===== config.mk =====
export PLATFORM = sky130hd
export DESIGN_NAME = opcode_issue
export DESIGN_NICKNAME = d
export VERILOG_FILES = /design/src/rtl/opcode_pkg.sv /design/src/rtl/opcode_fifo.sv /design/src/rtl/opcode_issue.sv
export SDC_FILE = /design/constraint.sdc
export NUM_CORES = 1
export LEC_CHECK = 0
export CORE_ASPECT_RATIO = 1.1
export CORE_MARGIN = 2
export CORE_UTILIZATION = 35
export DETAILED_ROUTE_END_ITERATION = 6
export PLACE_DENSITY = 0.52
export SETUP_SLACK_MARGIN = 0.05
export SLEW_MARGIN = 5
export SYNTH_ARGS = -nofsm -noshare
export SYNTH_HDL_FRONTEND = slang
export SYNTH_SLANG_ARGS = --single-unit

===== constraint.sdc =====
create_clock -name clk -period 8.4 [get_ports clk]
set_input_delay 1.26 -clock clk [delete_from_list [all_inputs] [get_ports clk]]
set_output_delay 1.26 -clock clk [all_outputs]
set_load 0.03 [all_outputs]

===== src/rtl/opcode_pkg.sv =====
// Shared types and constants for the opcode issue block.
package opcode_pkg;

    typedef logic [3:0] opcode_t;

    typedef enum logic {
        ST_IDLE = 1'b0,
        ST_HOLD = 1'b1
    } issue_state_t;

    localparam opcode_t OP_NOP = 4'b0000;

endpackage


===== src/rtl/opcode_fifo.sv =====
// Circular opcode buffer: storage, wrapping read/write pointers and occupancy count.
// Pushes while full and pops while empty are ignored; flush clears pointers and count.
module opcode_fifo #(
    parameter int unsigned DEPTH = 4,
    parameter int unsigned WIDTH = 4
) (
    input  logic                     clk,
    input  logic                     init_l,
    input  logic                     flush,
    input  logic                     push,
    input  logic                     pop,
    input  logic [WIDTH-1:0]         wdata,
    output logic [WIDTH-1:0]         rdata,
    output logic [$clog2(DEPTH):0]   count,
    output logic                     full,
    output logic                     empty
);

    localparam int unsigned PW = $clog2(DEPTH);
    localparam int unsigned CW = PW + 1;

    logic [WIDTH-1:0] mem_q [DEPTH];
    logic [WIDTH-1:0] mem_d [DEPTH];
    logic [PW-1:0]    wr_ptr_q, wr_ptr_d;
    logic [PW-1:0]    rd_ptr_q, rd_ptr_d;
    logic [CW-1:0]    count_q, count_d;
    logic             push_ok;
    logic             pop_ok;

    assign full    = (count_q == CW'(DEPTH));
    assign empty   = (count_q == '0);
    assign count   = count_q;
    assign rdata   = mem_q[rd_ptr_q];
    assign push_ok = push && !full && !flush;
    assign pop_ok  = pop && !empty && !flush;

    // Pointer and count update; power-of-two depth makes pointer wrap implicit.
    always_comb begin
        wr_ptr_d = wr_ptr_q;
        rd_ptr_d = rd_ptr_q;
        count_d  = count_q;
        if (flush) begin
            wr_ptr_d = '0;
            rd_ptr_d = '0;
            count_d  = '0;
        end else begin
            if (push_ok) wr_ptr_d = wr_ptr_q + 1'b1;
            if (pop_ok)  rd_ptr_d = rd_ptr_q + 1'b1;
            case ({push_ok, pop_ok})
                2'b10:   count_d = count_q + 1'b1;
                2'b01:   count_d = count_q - 1'b1;
                default: count_d = count_q;
            endcase
        end
    end

    // Storage write; entry contents need no reset since count gates their use.
    always_comb begin
        mem_d = mem_q;
        if (push_ok) mem_d[wr_ptr_q] = wdata;
    end

    // Control state register.
    always_ff @(posedge clk or negedge init_l) begin
        if (!init_l) begin
            wr_ptr_q <= '0;
            rd_ptr_q <= '0;
            count_q  <= '0;
        end else begin
            wr_ptr_q <= wr_ptr_d;
            rd_ptr_q <= rd_ptr_d;
            count_q  <= count_d;
        end
    end

    // Storage register.
    always_ff @(posedge clk) begin
        mem_q <= mem_d;
    end

endmodule


===== src/rtl/opcode_issue.sv =====
// Opcode issue stage: buffers producer opcodes and presents each one to the
// 4x16 decoder for HOLD cycles with dec_init_l high, back-to-back when queued.
// Optional feature macro: OPCODE_PARITY_EN adds op_par_in/par_err and stores
// an even-parity bit per entry; corrupted entries are dropped instead of issued.
module opcode_issue
    import opcode_pkg::*;
#(
    parameter int unsigned DEPTH = 4,
    parameter int unsigned HOLD  = 2
) (
    input  logic                   clk,
    input  logic                   init_l,
    input  logic [3:0]             op_in,
    input  logic                   op_valid,
    output logic                   op_ready,
    input  logic                   flush,
    output logic [3:0]             opcode_out,
    output logic                   dec_init_l,
    output logic [$clog2(DEPTH):0] count,
    output logic                   busy
`ifdef OPCODE_PARITY_EN
    ,
    input  logic                   op_par_in,
    output logic                   par_err
`endif
);

`ifdef OPCODE_PARITY_EN
    localparam int unsigned ENTRY_W = 5;
`else
    localparam int unsigned ENTRY_W = 4;
`endif

    localparam logic [3:0] HOLD_LOAD = 4'(HOLD - 1);

    issue_state_t         state_q, state_d;
    logic [3:0]           hold_q, hold_d;
    opcode_t              opcode_q, opcode_d;
    logic                 dec_init_q, dec_init_d;

    logic [ENTRY_W-1:0]   fifo_wdata;
    logic [ENTRY_W-1:0]   fifo_rdata;
    logic                 fifo_full;
    logic                 fifo_empty;
    logic                 fifo_push;
    logic                 fifo_pop;
    logic                 head_ok;
    logic                 slot_free;
    logic                 issue;
    opcode_t              head_op;

    assign op_ready   = !fifo_full && !flush && init_l;
    assign fifo_push  = op_valid && op_ready;
    assign head_op    = fifo_rdata[3:0];
    assign slot_free  = (state_q == ST_IDLE) || (hold_q == '0);
    assign issue      = slot_free && !fifo_empty && head_ok;

    assign opcode_out = opcode_q;
    assign dec_init_l = dec_init_q;
    assign busy       = (count != '0) || dec_init_q;

`ifdef OPCODE_PARITY_EN
    logic par_err_q, par_err_d;
    logic discard;

    assign fifo_wdata = {op_par_in, op_in};
    assign head_ok    = (fifo_rdata[4] == (^head_op));
    assign discard    = slot_free && !fifo_empty && !head_ok;
    assign par_err    = par_err_q;
`else
    assign fifo_wdata = op_in;
    assign head_ok    = 1'b1;
`endif

    opcode_fifo #(
        .DEPTH (DEPTH),
        .WIDTH (ENTRY_W)
    ) u_fifo (
        .clk    (clk),
        .init_l (init_l),
        .flush  (flush),
        .push   (fifo_push),
        .pop    (fifo_pop),
        .wdata  (fifo_wdata),
        .rdata  (fifo_rdata),
        .count  (count),
        .full   (fifo_full),
        .empty  (fifo_empty)
    );

    // Issue FSM: pop into the output register, hold it, chain or return to idle.
    always_comb begin
        state_d    = state_q;
        hold_d     = hold_q;
        opcode_d   = opcode_q;
        dec_init_d = dec_init_q;
        fifo_pop   = 1'b0;
`ifdef OPCODE_PARITY_EN
        par_err_d  = 1'b0;
`endif
        if (flush) begin
            state_d    = ST_IDLE;
            hold_d     = '0;
            opcode_d   = OP_NOP;
            dec_init_d = 1'b0;
        end else begin
            case (state_q)
                ST_IDLE: begin
                    if (issue) begin
                        fifo_pop   = 1'b1;
                        opcode_d   = head_op;
                        dec_init_d = 1'b1;
                        hold_d     = HOLD_LOAD;
                        state_d    = ST_HOLD;
                    end
                end
                ST_HOLD: begin
                    if (hold_q != '0) begin
                        hold_d = hold_q - 1'b1;
                    end else if (issue) begin
                        fifo_pop = 1'b1;
                        opcode_d = head_op;
                        hold_d   = HOLD_LOAD;
                    end else begin
                        opcode_d   = OP_NOP;
                        dec_init_d = 1'b0;
                        state_d    = ST_IDLE;
                    end
                end
                default: state_d = ST_IDLE;
            endcase
`ifdef OPCODE_PARITY_EN
            // A bad head is dropped in the slot where it would have issued, so
            // the FSM above sees it exactly as an empty buffer.
            if (discard) begin
                fifo_pop  = 1'b1;
                par_err_d = 1'b1;
            end
`endif
        end
    end

    // FSM, hold counter and registered decoder outputs.
    always_ff @(posedge clk or negedge init_l) begin
        if (!init_l) begin
            state_q    <= ST_IDLE;
            hold_q     <= '0;
            opcode_q   <= OP_NOP;
            dec_init_q <= 1'b0;
        end else begin
            state_q    <= state_d;
            hold_q     <= hold_d;
            opcode_q   <= opcode_d;
            dec_init_q <= dec_init_d;
        end
    end

`ifdef OPCODE_PARITY_EN
    // Single-cycle parity error pulse.
    always_ff @(posedge clk or negedge init_l) begin
        if (!init_l) par_err_q <= 1'b0;
        else         par_err_q <= par_err_d;
    end
`endif

endmodule


# [Word-level counts from Yosys, hierarchy flattened]
# Index checks and enable logic that the tools add are counted.
[word_totals] regBits=33 in_bits=8 out_inout_bits=10 elab_cells=84
[op_classes] addsub=5 n_lt_le_gt_ge=3 n_eq_ne=6 mux=33 bitwise=3 n_reduce_logical=23
[op_table] cell="2-to-1 mux 4 bit" count=10
[op_table] cell="bitwise mux 16 bit" count=1
[op_table] cell="case mux 4 bit (2 select lines)" count=2
[op_table] cell="logical AND 1 bit" count=9
[op_table] cell="2-to-1 mux 1 bit" count=9
[op_table] cell="inequality test 3 bit (second input constant)" count=3
[op_table] cell="binary-select mux 4 bit (select 2 bit)" count=1
[op_table] cell="demux 4 bit (select 2 bit)" count=1
[op_table] cell="2-to-1 mux 2 bit" count=4
[op_table] cell="greater-or-equal comparator 3 bit (second input constant)" count=2
[op_table] cell="inverter 2 -> 3 bit" count=2
[op_table] cell="case mux 1 bit (2 select lines)" count=3
[op_table] cell="case mux 3 bit (2 select lines)" count=1
[op_table] cell="nonzero test 3 bit" count=2
[op_table] cell="adder 2 x 1 -> 2 bit (second input constant)" count=2
[op_table] cell="zero test 4 bit" count=1
[op_table] cell="nonzero test 2 bit" count=2
[op_table] cell="nonzero test 4 bit" count=1
[op_table] cell="subtractor 4 x 1 -> 4 bit (second input constant)" count=1
[op_table] cell="adder 3 x 1 -> 3 bit (second input constant)" count=1
[op_table] cell="== test 3 bit (second input constant)" count=1
[op_table] cell="zero test 1 bit" count=3
[op_table] cell="zero test 3 bit" count=1
[op_table] cell="less-than comparator 3 x 1 -> 1 bit (second input constant)" count=1
[op_table] cell="other kinds (8)" count=9

# [Depth between registers and ports, before layout]
# Gate-level depths: netlist (run 1).
[depth] word_depth=12 ltp_mapped=12 mapped_depth_nobuf=10

# [Modules after synthesis]
# From an unflattened synthesis (run 1), not the netlist that was laid out.
[hier_totals] hier_cells=138 hier_area_um2=1677.9
[modules_own_cells] module="opcode_fifo" n_inst=1 cells_per_inst=90 area_each_um2=1159.9 seq_area_each_um2=655.6
[modules_own_cells] module="opcode_issue" n_inst=1 cells_per_inst=48 area_each_um2=518.0 seq_area_each_um2=250.2

# [Least setup slack after synthesis (run 1)]
# No wires, ideal clock.
[synth_path] kind="in2out" from="input port flush" to="output port op_ready" arrival_ps=2051 t_required_ps=7140 slack_ps=5089 path_stages=3 n_path_buf=1 path_cell_list="clkbuf_1 -> nand2b_1 -> a21oi_1"
[synth_between] elab_chain_len=3
[synth_lines] item="start: declaration" line="opcode_issue.sv:16" source="input logic flush,"
[synth_lines] item="zero test 1 bit" line="opcode_issue.sv:52" source="assign op_ready = !fifo_full && !flush && init_l;"
[synth_lines] item="logical AND 1 bit (2 in series)" line="opcode_issue.sv:52"
[synth_lines] item="end: declaration" line="opcode_issue.sv:15" source="output logic op_ready,"
# No other way between the ends.

# [Worst setup path in the final report (run 1)]
[layout_path] from="input port init_l" to="output port op_ready"
[layout_between] elab_chain_len=1
[layout_lines] item="start: declaration" line="opcode_issue.sv:12" source="input logic init_l,"
[layout_lines] item="logical AND 1 bit" line="opcode_issue.sv:52"
# No other way between the ends.

==> flow_metrics.env, run 1 <==
export IMPL_status="finished, final reports clean"
export IMPL_met3_usage_pct=3.968
export IMPL_cts_tree="done"
export IMPL_timing_fmax_mhz=223.4
export IMPL_drv_cap=0
export IMPL_critPathMaxStageDelay_ps=1030
export IMPL_synth_edf_count=16
export IMPL_hold_path_class="reg2reg"
export IMPL_ir_worst_vdd_v=0.00009429
export IMPL_stdcell_count=210
export IMPL_relSlewSlack_pct=42.65
export IMPL_path_cells="clkdlybuf4s50_1, nand2b_1, a21oi_1, clkdlybuf4s50_1"
export IMPL_core_um2=4554
export IMPL_area_delta_synth_final_pct=18.08
export IMPL_setup_violations=0
export IMPL_hold_ws_ps=540.8
export IMPL_clk_pin_slew_ps=60
export IMPL_viasPerCell=5.033
export IMPL_gp_congestion=0.7170
export IMPL_crit_fanout=19
export IMPL_grt_max_degree=21
export IMPL_finalCritPeriodShare_pct=53.29
export IMPL_dr_pass1_iters=4
export IMPL_cp_required_ps=7140
export IMPL_fp_dieArea_um2=5228
export IMPL_multi_input_area_um2=665.6
export IMPL_cpMaxStageDelayCell="clkdlybuf4s50_1"
export IMPL_skew_ps=5.890
export IMPL_busiest_layer="met2"
export IMPL_synth_cells=135
export IMPL_tightest_slew_ps=857.6
export IMPL_htree_num_levels=2
export IMPL_holdBufCountCts=0
export IMPL_antenna_found_initial=0
export IMPL_fp_dieH_um=75.64
export IMPL_grt_remaining_overflow=0
export IMPL_n_fill_cell=442
export IMPL_initial_utilization_pct=35.85
export IMPL_clock_latency_ps=270
export IMPL_track_usage_pct=12.85
export IMPL_drt_wl_total_um=3000
export IMPL_first_iter_violations=50
export IMPL_dr_total_vias=1057
export IMPL_synthArstFlopShare_pct=51.52
export IMPL_ant_nets=0
export IMPL_syn_area_per_cell_um2=12.09
export IMPL_yosysWarnings=0
export IMPL_cts_root_buf="clkbuf_8"
export IMPL_synth_cell_type_count=38
export IMPL_nNetsFinal=168
export IMPL_rows=26
export IMPL_synth_top_flop_cell="dfrtp_1"
export IMPL_syn_nets=150
export IMPL_grt_pass1_wl_um=5140
export IMPL_crit_path_start_kind="primary input"
export IMPL_grtUsageMet2_pct=21.26
export IMPL_dp_cells=202
export IMPL_clock_sinks=33
export IMPL_ys_ff_latch=33
export IMPL_netlist_area_um2=1633
export IMPL_post_cts_buffers=0
export IMPL_seq_area_frac_synth_pct=55.48
export IMPL_drive_gt1_share_pct=12.34
export IMPL_fin_crit_ps=4476
export IMPL_rsz0062_at_grt="false"
export IMPL_cpMostUsedCell="clkdlybuf4s50_1"
export IMPL_cts_repair_resized=0
export IMPL_clockBufferDepth=2
export IMPL_regArea_um2=905.9
export IMPL_end_kind="output port"
export IMPL_numPortBuffers=17
export IMPL_crit_type="in2out"
export IMPL_crit_arrival_ps=3220
export IMPL_power_density_nw_per_um2=325.1
export IMPL_die_w_um=69.13
export IMPL_ios=18
export IMPL_leakage_nw=0.7303
export IMPL_maxSlewViolCount=0
export IMPL_wl_per_cell_um=14.29
export IMPL_crit_family="buffers and inverters"
export IMPL_grt_pass1_vias=1021
export IMPL_antenna_cells=0
export IMPL_hold_viol_final=0
export IMPL_final_setup_tns_ps=0
export IMPL_use_met1_pct=16.26
export IMPL_path_buf_inv=2
export IMPL_hpwlAfterDp_um=2178
export IMPL_cts_buffers_inserted=5
export IMPL_drc_errors=0
## through the flow
stage,power [mW],setup slack [ps],utilization [%],area [um2]
finish,0.6269,3924,42.34,1928
detailed placement,0.5194,3866,40.44,1842
floorplan,0.4300,5089,-,1633
CTS,0.6352,3872,42.34,1928
global placement,0.5133,3884,40.44,1842
global route,0.6732,3741,42.34,1928
## worst reg2reg max path, stage by stage (launching register included)
cell	delay [ps]
dfrtp_1	410
inv_1	110
ha_1	140
or3b_4	400
and2_4	240
nor3_1	240
fa_1	280
or3b_2	450
mux2i_1	130
a311oi_1	60
o2111ai_1	130
## synth_stat cells, types with 2 or more instances
library cell | instances | share of area, %
clkbuf_1 | 4 | 0.92
a21oi_1 | 8 | 2.5
mux2i_1 | 4 | 2.5
a21o_1 | 2 | 0.92
nor3_1 | 2 | 0.61
nand3b_1 | 3 | 1.4
nand2b_1 | 3 | 1.1
ha_1 | 6 | 4.6
edfxtp_1 | 16 | 29
inv_1 | 8 | 1.8
nor2_1 | 11 | 2.5
nand2_1 | 9 | 2.1
xnor2_1 | 3 | 1.6
mux4_2 | 4 | 5.5
a21oi_2 | 2 | 1.1
o21ai_0 | 7 | 2.1
nand3_1 | 2 | 0.61
or3_1 | 2 | 0.77
dfrtp_1 | 17 | 26
and2_1 | 4 | 1.5
## cell usage in the layout (no fill, tap or decap), types with 2 or more instances in the layout
cell | synthesis | final
mux2i_1 | 4 | 4
nand2b_1 | 3 | 3
xnor2_1 | 3 | 3
or3_1 | 2 | 2
nand3_1 | 2 | 2
nand2_1 | 9 | 9
nor3_1 | 2 | 2
edfxtp_1 | 16 | 16
mux4_2 | 4 | 4
ha_1 | 6 | 6
clkinv_2 | 0 | 2
a21oi_1 | 8 | 8
nor2_1 | 11 | 11
inv_1 | 8 | 8
clkdlybuf4s50_1 | 0 | 17
o21ai_0 | 7 | 7
and2_1 | 4 | 4
clkbuf_8 | 0 | 5
a21o_1 | 2 | 2
nand3b_1 | 3 | 3
dfrtp_1 | 17 | 17
a21oi_2 | 2 | 2
## final timing paths
path,startpoint,to,slack (ps),cells after the start
max,init_l,op_ready,3920,4
max in group asynchronous,init_l,opcode_out[1]$_DFFE_PN0P_,6390,1
min,opcode_out[3]$_DFFE_PN0P_,opcode_out[3]$_DFFE_PN0P_,540,2
min reg2reg,opcode_out[3]$_DFFE_PN0P_,opcode_out[3]$_DFFE_PN0P_,540,2
max reg2reg,hold_q[0]$_DFF_PN0_,u_fifo.count[2]$_DFFE_PN0P_,5720,10
min in group asynchronous,init_l,hold_q[1]$_DFF_PN0_,1470,1
## per-layer routing
metal  vias up  part of all wire (%)
met5         -                     0
met1       523                    47
li1        519                     -
met4         0                  0.73
met2        13                    50
met3         2                   2.6
## area by class of cell
cell class,count,share of cell area [%]
sequential,33,46.98
multi-input combinational,88,34.52
clock buffer,5,3.569
tap,56,3.634
inverter,8,1.557
clock inverter,3,0.9085
timing repair buffer,17,8.825
## sequential cells by signal (all words and copies together) (netlist names)
register and count:
u_fifo.rd_ptr_q 2, state_q 1, dec_init_l 1, u_fifo.count 3, u_fifo.mem_q 16, u_fifo.wr_ptr_q 2
hold_q 4, opcode_out 4
## kinds of logic after synthesis
| kind of cell | Yosys count | share of synthesized area, % |
|---|---|---|
| AND/OR/NAND/NOR | 43 | 14.33 |
| XOR/XNOR | 3 | 1.609 |
| AO/OA/AOI/OAI | 26 | 10.12 |
| flip-flops | 33 | 55.48 |
| buffers and inverters | 14 | 3.754 |
| multiplexers | 9 | 8.889 |
| adder cells (fa/ha/maj) | 7 | 5.824 |
## where the power goes
part           internal, mW  switching, mW
Clock                0.0571         0.0559
Combinational         0.118          0.157
Sequential            0.199         0.0404
No activity file was read; power rests on OpenSTA's default activity.
==> run 2: changes to the inputs <==
==> constraint.sdc (replaced) <==
create_clock -name clk -period 4.7 [get_ports clk]
set_input_delay 0.705 -clock clk [delete_from_list [all_inputs] [get_ports clk]]
set_output_delay 0.705 -clock clk [all_outputs]
set_load 0.03 [all_outputs]
==> flow_metrics.env, run 2 (synthesized netlist as in run 1, its figures left out) <==
export IMPL_path_cells="clkdlybuf4s50_1, nand3b_1, a21o_1, nand2b_1, nor3_1, fa_1, nor2_1, nor4b_1, a311oi_1, o2111ai_1"
export IMPL_ant_nets=0
export IMPL_crit_type="in2reg"
export IMPL_grt_remaining_overflow=0
export IMPL_fp_dieH_um=75.64
export IMPL_power_frac_comb_pct=41.5
export IMPL_dr_total_vias=1083
export IMPL_drive_gt1_share_pct=12.90
export IMPL_clock_sinks=33
export IMPL_r2r_cells=10
export IMPL_critPathMaxStageDelay_ps=780
export IMPL_leakage_nw=0.7456
export IMPL_hpwlAfterDp_um=2261
export IMPL_final_setup_tns_ps=0
export IMPL_clkPwrFrac_pct=22.5
export IMPL_p_int_mw=0.7242
export IMPL_ios=18
export IMPL_clk_pin_slew_ps=80
export IMPL_setup_violations=0
export IMPL_crit_path_start_kind="primary input"
export IMPL_n_fill_cell=440
export IMPL_largest_reg_flops=16
export IMPL_regMostFlops="u_fifo.mem_q"
export IMPL_drv_cap=0
export IMPL_p_sw_share_pct=39.10
export IMPL_rows=26
export IMPL_final_cell_area_um2=1964
export IMPL_holdBufCountCts=0
export IMPL_timing_fmax_mhz=292.1
export IMPL_post_cts_buffers=0
export IMPL_grt_max_degree=21
export IMPL_fin_crit_ps=3424
export IMPL_cts_buffers_inserted=5
export IMPL_crit_arrival_ps=3620
export IMPL_grt_pass1_vias=1031
export IMPL_gp_congestion=0.7426
export IMPL_rsz0062_at_grt="false"
export IMPL_r2r_start="hold_q[0]$_DFF_PN0_"
export IMPL_fp_dieArea_um2=5228
export IMPL_drc_errors=0
export IMPL_clockBufferDepth=2
export IMPL_crit_family="simple AND/OR/NAND/NOR gates"
export IMPL_cts_tree="done"
export IMPL_antenna_cells=0
export IMPL_cts_repair_resized=0
export IMPL_power_density_nw_per_um2=605.4
export IMPL_placed_area_um2=1849
export IMPL_status="finished, final reports clean"
export IMPL_switchingPower_mw=0.4650
export IMPL_hold_path_class="reg2reg"
export IMPL_cts_root_buf="clkbuf_8"
export IMPL_core_um2=4554
export IMPL_power_frac_seq_pct=35.9
export IMPL_htree_num_levels=2
export IMPL_finalCritPeriodShare_pct=72.84
export IMPL_ff2ff_setup_slack_ps=1950
export IMPL_numPortBuffers=17
export IMPL_relSlewSlack_pct=51.51
export IMPL_grt_pass1_wl_um=5147
export IMPL_antenna_found_initial=0
export IMPL_dr_pass1_iters=4
export IMPL_crit_path_end="u_fifo.count[2]$_DFFE_PN0P_"
export IMPL_r2r_end="u_fifo.count[2]$_DFFE_PN0P_"
export IMPL_nNetsFinal=169
export IMPL_end_kind="register"
export IMPL_initial_utilization_pct=35.85
export IMPL_path_buf_inv=1
export IMPL_cp_required_ps=4900
export IMPL_clock_latency_ps=290
export IMPL_skew_ps=9.266
export IMPL_maxSlewViolCount=0
export IMPL_drt_wl_total_um=3109
export IMPL_crit_start="flush"
export IMPL_path_depth=10
export IMPL_ir_worst_vdd_v=0.0001552
export IMPL_area_delta_synth_final_pct=20.31
export IMPL_track_usage_pct=13.02
export IMPL_first_iter_violations=92
export IMPL_final_cell_mix="dfrtp_1, clkdlybuf4s50_1, edfxtp_1"
export IMPL_die_w_um=69.13
export IMPL_wl_per_cell_um=14.73
export IMPL_cpMaxStageDelayCell="clkdlybuf4s50_1"
export IMPL_power_total_mw=1.189
export IMPL_crit_fanout=20
export IMPL_viasPerCell=5.133
export IMPL_hold_viol_final=0
export IMPL_tightest_slew_ps=725.1
==> run 2: power by group through the flow <==
stage	sequential (mW)	combinational, mW	clock, mW
after floorplan	0.463	0.305	0
after global placement	0.433	0.493	0
after detailed placement	0.434	0.498	0
after CTS	0.429	0.500	0.276
after global routing	0.441	0.538	0.289
final	0.427	0.494	0.268
==> run 2: routing by layer <==
metal | vias to the layer above | wire (um) | GRT usage, %
met2 | 34 | 1520 | 21.69
met1 | 519 | 1396 | 16.09
met4 | 0 | 51 | 5.882
li1 | 522 | - | -
met5 | - | 0 | 0
met3 | 8 | 141 | 3.704
==> run 2: worst min-delay path by stage <==
stage,startpoint,end,cells past startpoint
after floorplan,init_l,dec_init_l$_DFFE_PN0P_,0
after global placement,opcode_out[0]$_DFFE_PN0P_,opcode_out[0]$_DFFE_PN0P_,2
after detailed placement,opcode_out[0]$_DFFE_PN0P_,opcode_out[0]$_DFFE_PN0P_,2
after CTS,opcode_out[0]$_DFFE_PN0P_,opcode_out[0]$_DFFE_PN0P_,2
after global routing,u_fifo.wr_ptr_q[0]$_DFFE_PN0P_,u_fifo.wr_ptr_q[0]$_DFFE_PN0P_,1
final,opcode_out[0]$_DFFE_PN0P_,opcode_out[0]$_DFFE_PN0P_,2
==> run 2: cell type report <==
class	instances	area (um2)	area share, %
flip-flops and latches	33	905.9	46.11
multi-input cells	88	665.6	33.89
repair buffers	18	177.7	9.045
well taps	56	70.07	3.567
clock buffers	5	68.82	3.503
clock inverters	3	46.29	2.357
inverters	8	30.03	1.529
==> run 2: worst min-delay path: stages (launching register included) <==
cell and delay (ps):
dfrtp_1 380, o21ai_0 70, a21oi_1 60
==> run 2: per-stage QoR <==
step | cells | setup WS (ps) | util [%] | hold slack, ps
final | 211 | 1276 | 43.13 | 542.3
after global routing | 211 | 1074 | 43.13 | 570.9
after CTS | 211 | 1335 | 43.13 | 546.9
after detailed placement | 203 | 1028 | 40.60 | 536.0
after global placement | 203 | 1160 | 40.60 | 535.3
after floorplan | 135 | 2004 | - | 409.4
